<file path="src/rtl/gearbox_pkg.sv">
// Shared types and helpers for the multi-channel fractional clock-enable generator.
package gearbox_pkg;
  localparam int DW_DEF  = 8;
  localparam int NCH_DEF = 4;
  localparam int CW_DEF  = (NCH_DEF > 1) ? $clog2(NCH_DEF) : 1;

  function automatic int cw(input int n);
    return (n > 1) ? $clog2(n) : 1;
  endfunction

  typedef struct packed {
    logic [CW_DEF-1:0] chan;
    logic [DW_DEF-1:0] num;
    logic              en;
    logic              imm;
  } cfg_t;
endpackage

</file>
<file path="src/rtl/gearbox_ch.sv">
// One gearbox channel: phase accumulator, live ratio/enable and a deferred update slot.
module gearbox_ch #(
  parameter int DW  = 8,
  parameter int FD0 = 2**(DW-1)-1,
  parameter int EN0 = 1
) (
  input  logic          clk,
  input  logic          reset,
  input  logic          ld,
  input  logic          imm,
  input  logic          align,
  input  logic [DW-1:0] num_i,
  input  logic          en_i,
  output logic          gen,
  output logic          pend
);
  logic [DW:0]   acc_q, acc_d, sum;
  logic [DW-1:0] num_q, num_d, nxt_num_q, nxt_num_d;
  logic          en_q, en_d, nxt_en_q, nxt_en_d;
  logic          pend_q, pend_d, gen_q, gen_d;

  always_comb begin
    sum       = {1'b0, acc_q[DW-1:0]} + {1'b0, num_q} + (DW+1)'(1);
    acc_d     = en_q ? sum : '0;
    gen_d     = acc_q[DW];
    num_d     = num_q;
    en_d      = en_q;
    nxt_num_d = nxt_num_q;
    nxt_en_d  = nxt_en_q;
    pend_d    = pend_q;
    // Deferred update lands on a carry edge so the live ratio never changes mid-period.
    if (pend_q && en_q && sum[DW]) begin
      num_d  = nxt_num_q;
      en_d   = nxt_en_q;
      pend_d = 1'b0;
      // Keep only the carry so the channel still emits its last pulse before going idle.
      if (!nxt_en_q) acc_d = {1'b1, {DW{1'b0}}};
    end
    if (align) begin
      acc_d = '0;
      gen_d = 1'b0;
      if (pend_q) begin
        num_d  = nxt_num_q;
        en_d   = nxt_en_q;
        pend_d = 1'b0;
      end
    end
    if (ld) begin
      if (imm || align || !en_q) begin
        num_d  = num_i;
        en_d   = en_i;
        acc_d  = '0;
        pend_d = 1'b0;
      end else begin
        nxt_num_d = num_i;
        nxt_en_d  = en_i;
        pend_d    = 1'b1;
      end
    end
  end

  always_ff @(posedge clk) begin
    if (reset) begin
      acc_q     <= '0;
      num_q     <= DW'(FD0);
      en_q      <= 1'(EN0);
      nxt_num_q <= '0;
      nxt_en_q  <= 1'b0;
      pend_q    <= 1'b0;
      gen_q     <= 1'b0;
    end else begin
      acc_q     <= acc_d;
      num_q     <= num_d;
      en_q      <= en_d;
      nxt_num_q <= nxt_num_d;
      nxt_en_q  <= nxt_en_d;
      pend_q    <= pend_d;
      gen_q     <= gen_d;
    end
  end

  assign gen  = gen_q;
  assign pend = pend_q;
endmodule

</file>
<file path="src/rtl/gearbox_mc.sv">
// Multi-channel fractional clock-enable generator with a valid/ready config port.
module gearbox_mc
  import gearbox_pkg::*;
#(
  parameter int DW  = 8,
  parameter int NCH = 4,
  parameter int FD0 = 2**(DW-1)-1,
  parameter int EN0 = 1,
  localparam int CW = cw(NCH)
) (
  input  logic           clk,
  input  logic           reset,
  input  logic           cfg_valid,
  output logic           cfg_ready,
  input  logic [CW-1:0]  cfg_chan,
  input  logic [DW-1:0]  cfg_num,
  input  logic           cfg_en,
  input  logic           cfg_imm,
  input  logic           align,
  output logic [NCH-1:0] gen,
  output logic [NCH-1:0] pend,
  output logic           cfg_err
);
  logic [NCH-1:0] ld, pend_w, gen_w;
  logic           chan_ok, cfg_err_d, cfg_err_q;

  // Out-of-range channels always look ready so a bad request drains and flags an error.
  always_comb begin
    chan_ok   = 1'b0;
    cfg_ready = 1'b1;
    ld        = '0;
    for (int c = 0; c < NCH; c++) begin
      if (cfg_chan == CW'(c)) begin
        chan_ok   = 1'b1;
        cfg_ready = !pend_w[c];
      end
    end
    for (int c = 0; c < NCH; c++)
      ld[c] = cfg_valid && cfg_ready && (cfg_chan == CW'(c));
    cfg_err_d = cfg_valid && !chan_ok;
  end

  always_ff @(posedge clk) begin
    if (reset) cfg_err_q <= 1'b0;
    else       cfg_err_q <= cfg_err_d;
  end

  for (genvar c = 0; c < NCH; c++) begin : g_ch
    gearbox_ch #(.DW(DW), .FD0(FD0), .EN0(EN0)) u_ch (
      .clk   (clk),
      .reset (reset),
      .ld    (ld[c]),
      .imm   (cfg_imm),
      .align (align),
      .num_i (cfg_num),
      .en_i  (cfg_en),
      .gen   (gen_w[c]),
      .pend  (pend_w[c])
    );
  end

  assign gen     = gen_w;
  assign pend    = pend_w;
  assign cfg_err = cfg_err_q;
endmodule

</file>
<file path="config.mk">
export PLATFORM = sky130hd
export DESIGN_NAME = gearbox_mc
export DESIGN_NICKNAME = d
export VERILOG_FILES = /design/src/rtl/gearbox_pkg.sv /design/src/rtl/gearbox_ch.sv /design/src/rtl/gearbox_mc.sv
export SDC_FILE = /design/constraint.sdc
export NUM_CORES = 1
export LEC_CHECK = 0
export BUFFER_PORTS_ARGS = -buffer_cell sky130_fd_sc_hd__buf_2
export CAP_MARGIN = 10
export CORE_ASPECT_RATIO = 1.5
export CORE_MARGIN = 3
export CORE_UTILIZATION = 50
export DETAILED_ROUTE_END_ITERATION = 10
export PLACE_DENSITY = 0.67
export SLEW_MARGIN = 10
export SYNTH_ARGS = -nofsm -noshare
export SYNTH_HDL_FRONTEND = slang
export SYNTH_SLANG_ARGS = --single-unit
</file>
<file path="constraint.sdc">
create_clock -name clk -period 2.7 [get_ports clk]
set_input_delay 0.54 -clock clk [delete_from_list [all_inputs] [get_ports clk]]
set_output_delay 0.54 -clock clk [all_outputs]
set_load 0.02 [all_outputs]
</file>
==> results of run 1 <==
==> sequential cells by signal, indices dropped and copies added, names as in the netlist <==
register,cells
g_ch.u_ch.num_q,32
g_ch.u_ch.gen,4
g_ch.u_ch.pend,4
g_ch.u_ch.nxt_num_q,32
cfg_err,1
g_ch.u_ch.nxt_en_q,4
g_ch.u_ch.en_q,4
g_ch.u_ch.acc_q,36
==> power by group through the flow <==
stage | sequential (uW) | clock, uW | combinational (uW)
2_1_floorplan | 1910 | 0 | 799
6_report | 1900 | 2190 | 995
5_1_grt | 1910 | 2300 | 1120
4_1_cts | 1900 | 2230 | 982
3_5_place_dp | 1930 | 0 | 970
3_3_place_gp | 1930 | 0 | 942
==> layout make-up <==
type	instances	area [sq um]	share of cell area, %
clock inverters	8	98.84	1.498
multi-input cells	451	3166	47.96
well taps	147	183.9	2.787
repair buffers	34	192.7	2.919
clock buffers	24	481.7	7.299
inverters	36	135.1	2.047
flip-flops and latches	117	2342	35.49
==> metal layers <==
| layer | share of wire, % | vias up |
|---|---|---|
| met1 | 45 | 2135 |
| met5 | 0 | - |
| met2 | 50 | 76 |
| met3 | 3.1 | 21 |
| met4 | 1.9 | 0 |
| li1 | - | 2335 |
==> cell families (layout without fill, tap and decap cells) <==
group                      after synthesis  after routing  share of synthesized area, %
adders and majority gates               40             40                         9.105
AOI/OAI and AO/OA                      161            161                         19.60
other                                    1              1                       0.06436
buffers and inverters                   77            102                         5.690
muxes                                   43             43                         7.601
and+or+nand+nor                        190            190                         15.33
xor gates and xnor gates                16             16                         2.405
DFF                                    117            117                         40.20
==> path summary, 6_finish.rpt <==
path | to | slack [ps] | start | depth (start not counted)
worst max-delay path | g_ch[2].u_ch.acc_q[3] | 200 | g_ch[2].u_ch.num_q[0] | 9
worst min-delay path | g_ch[1].u_ch.gen | 420 | g_ch[1].u_ch.acc_q[8] | 1
worst max register to register | g_ch[2].u_ch.acc_q[3] | 200 | g_ch[2].u_ch.num_q[0] | 9
worst min register to register | g_ch[1].u_ch.gen | 420 | g_ch[1].u_ch.acc_q[8] | 1
==> worst max-delay path: cells and delay by family, from the launching register on <==
kind	cells	cell delay (ps)
AOI/OAI and AO/OA	5	1400
adders and majority gates	2	580
buffers and inverters	2	130
DFF	1	300
==> placed cells by master, fill, tap and decap left out, drive strengths merged, types with 12 or more instances in the layout <==
cell type and instances:
dfxtp 117, nor2 89, a21oi 48, mux2i 42, inv 36, ha 36
buf 34, nand3 31, clkbuf 24, a221oi 23, nand2 22, o21ai 16
nor3 12
==> through the flow <==
stage	total power [uW]	hold slack, ps
after floorplan	2710	405.7
after global placement	2871	410.7
after detailed placement	2904	417.5
after CTS	5107	428.4
after global routing	5328	432.6
final	5081	423.9
==> metrics.md, run 1 <==
| Metric | Value |
|---|---|
| Status | `complete, no violations` |
| Placed Area | `about 6000 sq um` |
| Number of routed nets with antenna violations | `0` |
| Layout cells sized above 1 | `between 10% and 20%` |
| Crit Path Class | `reg -> reg` |
| Setup bufs post-CTS | `0` |
| Max Clock Skew | `about 8.4 ps` |
| P&R area growth vs syn | `13.27%` |
| Finished Layout Cells | `slightly above 800` |
| Clock-pin slew on the worst setup and hold paths | `50 ps` |
| Core Area | `roughly 11000 sq um` |
| Drt wl/cell | `roughly 15 um` |
| Worst Hold Class | `reg -> reg` |
| Worst skew pair latency | `roughly 400 ps` |
| Post-Syn Area | `~6000 sq um` |
| Peak VDD IR | `0.0005130 V` |
| Area share of the largest cell type after synthesis | `40.20%` |
| Starting Density | `between 50 and 60%` |
| Switching Share | `between 20% and 30%` |
| CP cell instances | `inv_1, ha_1, inv_1, fa_1, a211oi_1, o21ai_0, a31oi_2, o21bai_2, a211oi_1` |
| Psw | `~1400 uW` |
| Vias per cell | `5.590` |
| Cell taking the most area after synthesis | `dfxtp_1` |
| Setup_tns | `0 ps` |
| Grt peak-use layer | `met2` |
| Synth Flop Type | `dfxtp_1` |
| Power share of the clock group | `about 43%` |
| Clock root buffer | `clkbuf_16` |
| FP Rows | `47` |
| CP endpoint kind | `register` |
| Utilization after layout | `between 50 and 60%` |
| Commonest cells in the synthesized netlist | `dfxtp_1 (117), nor2_1 (88), a21oi_1 (46)` |
| WP data arrival | `2810 ps` |
| Hpwl dp | `between 8 and 9 mm` |
| Combinational power share | `roughly a fifth` |
| Post-Syn Nets | `around 700` |
| H-tree level count | `4` |
| Met2 GRT Util | `33.46%` |
| Final Hold Vio Count | `0` |
| CP peak stage delay | `around 430 ps` |
| Vias in the first global route | `~4600` |
| Flop pwr share | `between 30 and 40%` |
| Period utilisation layout | `between 90 and 100%` |
| Post-synth EDFFs | `0` |
| Final setup violation count | `0` |
| First-pass GRT wire length | `between 20 and 25 mm` |
| Total routed wirelength | `12.58 mm` |
| CTS buffer count | `17` |
| # DRC | `0` |
| Hold_buf cts | `0` |
| PD cells | `around 770 nW/um^2` |
| GRT Overall Usage | `between 20% and 30%` |
| Full die area | `between 10000 and 15000 sq um` |
| Final WS setup | `between 200 and 250 ps` |
| Max_slew headroom | `between 50% and 60%` |
| Die width | `94.14 um` |
| Post-Synthesis Cells | `approximately 650` |
| Worst slack at placement | `44.85 ps` |
| CP required | `3010 ps` |
| YS warnings | `0` |
| Slowest CP cell | `fa_1` |
| Max clock buf depth | `2` |
| Yosys reg bits | `roughly 120` |
| CTS tree | `built` |
| Antenna violations before repair | `0` |
| Synth area leaders | `dfxtp_1 (40%), ha_1 (7.7%), mux2i_1 (7.2%)` |
| IO Pins | `26` |
| Met3 Usage GRT | `4.348%` |
| Via count | `about 4600` |
| PortBufs | `25` |
| Max-Cap Viols | `0` |
| Most frequent cell after synthesis | `dfxtp_1` |
| Avg Inst Size Synth | `between 9 and 10 sq um` |
| Initial DRC Count | `around 230` |
| Slew @ Worst Pin | `between 600 and 700 ps` |
| Number of fill cells | `roughly 1000` |
| RSZ-0062 raised after global routing | `no` |
| Internal | `approximately 3700 uW` |
| Post-route cell area | `6600 sq um` |
| GP Congestion | `0.8717` |
| Max Fclk | `~0.40 GHz` |
| Remaining global-route overflow | `0` |
| FFs w/ async S/R, synth | `0%` |
| Drt first pass iters | `4` |
| Fin crit period | `between 2000 and 2500 ps` |
| Pleak | `0.002990 uW` |
| Placed insts | `around 790` |
| Post_cts resized | `0` |
| Post-synth cell types | `a little over 60` |
| TritonCTS Sinks | `around 120` |
| Largest net degree at the start of global routing | `36` |
| Post-synthesis sequential area ratio | `between 40% and 50%` |
| Met1 Track Usage GR | `between 20% and 30%` |
| Die H | `~140 um` |
| Worst Path Max Fanout | `8` |
| Slew Viols, Final | `0` |
| N_diodes | `0` |
| Setup crit start kind | `register` |
| Layout Nets | `slightly above 700` |
Power figures use the tool's default switching activity.
==> inputs of run 2 (changes only) <==
==> constraint.sdc (replaced) <==
create_clock -name clk -period 3.04 [get_ports clk]
set_input_delay 0.608 -clock clk [delete_from_list [all_inputs] [get_ports clk]]
set_output_delay 0.608 -clock clk [all_outputs]
set_load 0.02 [all_outputs]
==> run 2 against run 1 <==
Effect of this change: global-route usage is 0.34 points lower; flip-flop and latch count stayed put; wire length is 0.15% lower; final cell count is 0.37% lower; clock skew is 0.52 ps higher; first-iteration DRC count is 1.7% higher; via count is 0.92% higher; sequential power is 12% lower; sequential share of layout area hardly changed; design area is 0.11% higher.
==> metrics.md, run 2 (synthesis results as in run 1) <==
| Metric | Value |
|---|---|
| Slew @ Worst Pin | `1031 ps (+374.6 ps)` |
| Worst Hold Class | `reg -> reg` |
| Met2 GRT Util | `34.06% (+0.60 points)` |
| Clock-pin slew on the worst setup and hold paths | `60 ps (about the same)` |
| Layout Nets | `710 (-0.42%)` |
| Final setup violation count | `0 (unchanged)` |
| Max Fclk | `0.3580 GHz (-11%)` |
| Core Area | `11230 sq um (unchanged)` |
| WP data arrival | `3110 ps (+300 ps)` |
| GP Congestion | `0.8374 (-3.9%)` |
| Drt first pass iters | `5 (+1)` |
| Setup_tns | `0 ps (unchanged)` |
| Met3 Usage GRT | `5.000% (+0.65 points)` |
| N_diodes | `0 (unchanged)` |
| Final Hold Vio Count | `0 (unchanged)` |
| Hpwl dp | `8.736 mm (-1.8%)` |
| Period utilisation layout | `91.88% (-0.63 points)` |
| Largest net degree at the start of global routing | `34 (-5.6%)` |
| Utilization after layout | `58.83% (+0.067 points)` |
| Die width | `94.14 um (unchanged)` |
| Initial DRC Count | `236 (+1.7%)` |
| Most common cell after layout, fill and taps aside | `dfxtp_1` |
| Starting Density | `51.88% (unchanged)` |
| Post_cts resized | `0 (unchanged)` |
| Met1 Track Usage GR | `25.00% (-1.5 points)` |
| Vias per cell | `5.662 (+1.3%)` |
| Max-Cap Viols | `0 (unchanged)` |
| Largest register FFs | `36 (unchanged)` |
| Antenna violations before repair | `0 (unchanged)` |
| GRT Overall Usage | `20.14% (-0.34 points)` |
| Fin crit period | `2793 ps (+295.4 ps)` |
| Full die area | `13010 sq um (unchanged)` |
| Worst skew pair latency | `410 ps (about the same)` |
| Number of routed nets with antenna violations | `0 (unchanged)` |
| Peak VDD IR | `0.0004476 V (-13%)` |
| Status | `complete, no violations` |
| Remaining global-route overflow | `0 (unchanged)` |
| # DRC | `0 (unchanged)` |
| Max Clock Skew | `8.949 ps (+0.5181 ps)` |
| H-tree level count | `4 (unchanged)` |
| Clock root buffer | `clkbuf_16` |
| Worst Path Max Fanout | `19 (+11)` |
| Setup crit start kind | `register` |
| Max_slew headroom | `31.01% (-25 points)` |
| Most frequent cells in the layout | `dfxtp_1 (117), nor2_1 (88), a21oi_1 (46), mux2i_1 (42)` |
| Slew Viols, Final | `0 (unchanged)` |
| Total routed wirelength | `12.56 mm (-0.15%)` |
| PD cells | `704.7 nW/um^2 (-8.5%)` |
| Die H | `138.2 um (unchanged)` |
| Vias in the first global route | `4451 (-2.6%)` |
| First-pass GRT wire length | `21.20 mm (-2.2%)` |
| IO Pins | `26 (unchanged)` |
| Grt peak-use layer | `met2` |
| Max clock buf depth | `2 (unchanged)` |
| Drt wl/cell | `15.43 um (+0.22%)` |
| CTS buffer count | `17 (unchanged)` |
| Layout cells sized above 1 | `11.39% (-0.25 points)` |
| PortBufs | `25 (unchanged)` |
| CTS tree | `built` |
| Top flop regs | `g_ch.u_ch.acc_q x36, g_ch.u_ch.num_q x32, g_ch.u_ch.nxt_num_q x32` |
| CP required | `3360 ps (+350 ps)` |
| P&R area growth vs syn | `13.40%` |
| Setup bufs post-CTS | `0 (unchanged)` |
| Pleak | `0.002992 uW (about the same)` |
| CP endpoint kind | `register` |
| Largest Register | `g_ch.u_ch.acc_q` |
| Hold_buf cts | `0 (unchanged)` |
| FP Rows | `47 (unchanged)` |
| Crit Path Class | `reg -> reg` |
| TritonCTS Sinks | `117 (unchanged)` |
| Via count | `4609 (+0.92%)` |
| RSZ-0062 raised after global routing | `no` |
## run 2: power breakdown
group          switching, uW  total [uW]  internal, uW
logic                    499         878           379
clock network            711        2100          1380
registers               50.7        1680          1630
total                   1260        4660          3400
## run 2: layer usage
metal  up-vias  part of all wire [%]
met1      2197                    45
met4         0                   1.5
met5         -                     0
met2        79                    50
li1       2317                     -
met3        16                   3.6
## run 2: worst max-delay path, stage by stage, from the launching register on
cell and delay (ps):
dfxtp_1 300, inv_1 70, ha_1 140, inv_1 50
fa_1 400, nand3_1 120, a2111oi_0 90, nor2_1 800
o21ai_1 430, a211oi_1 300
## run 2: final cells by class
| class | instances | area, sq um |
|---|---|---|
| inverters | 36 | 135.1 |
| repair buffers | 31 | 170.2 |
| flip-flops and latches | 117 | 2342 |
| well taps | 147 | 183.9 |
| clock inverters | 14 | 183.9 |
| fillers | 1013 | 4624 |
| clock buffers | 18 | 439.2 |
| multi-input cells | 451 | 3153 |
## run 2: worst paths after layout
| path | end | cells past startpoint | from | slack, ps |
|---|---|---|---|---|
| max | g_ch[0].u_ch.acc_q[3] | 9 | g_ch[0].u_ch.num_q[0] | 250 |
| min | g_ch[1].u_ch.gen | 1 | g_ch[1].u_ch.acc_q[8] | 430 |
| max reg2reg | g_ch[0].u_ch.acc_q[3] | 9 | g_ch[0].u_ch.num_q[0] | 250 |
| min reg2reg | g_ch[1].u_ch.gen | 1 | g_ch[1].u_ch.acc_q[8] | 430 |
## run 2: metrics by stage
step	hold WS, ps	std cells	worst slack [ps]	cell area, sq um	power, uW
after detailed placement	417.0	782	234.1	5984	2577
after global placement	410.3	782	316.5	5984	2550
final	425.9	814	246.7	6608	4657
after global routing	445.1	814	15.36	6608	4871
after CTS	430.8	814	223.9	6608	4680
after floorplan	405.7	645	822.6	5827	2407
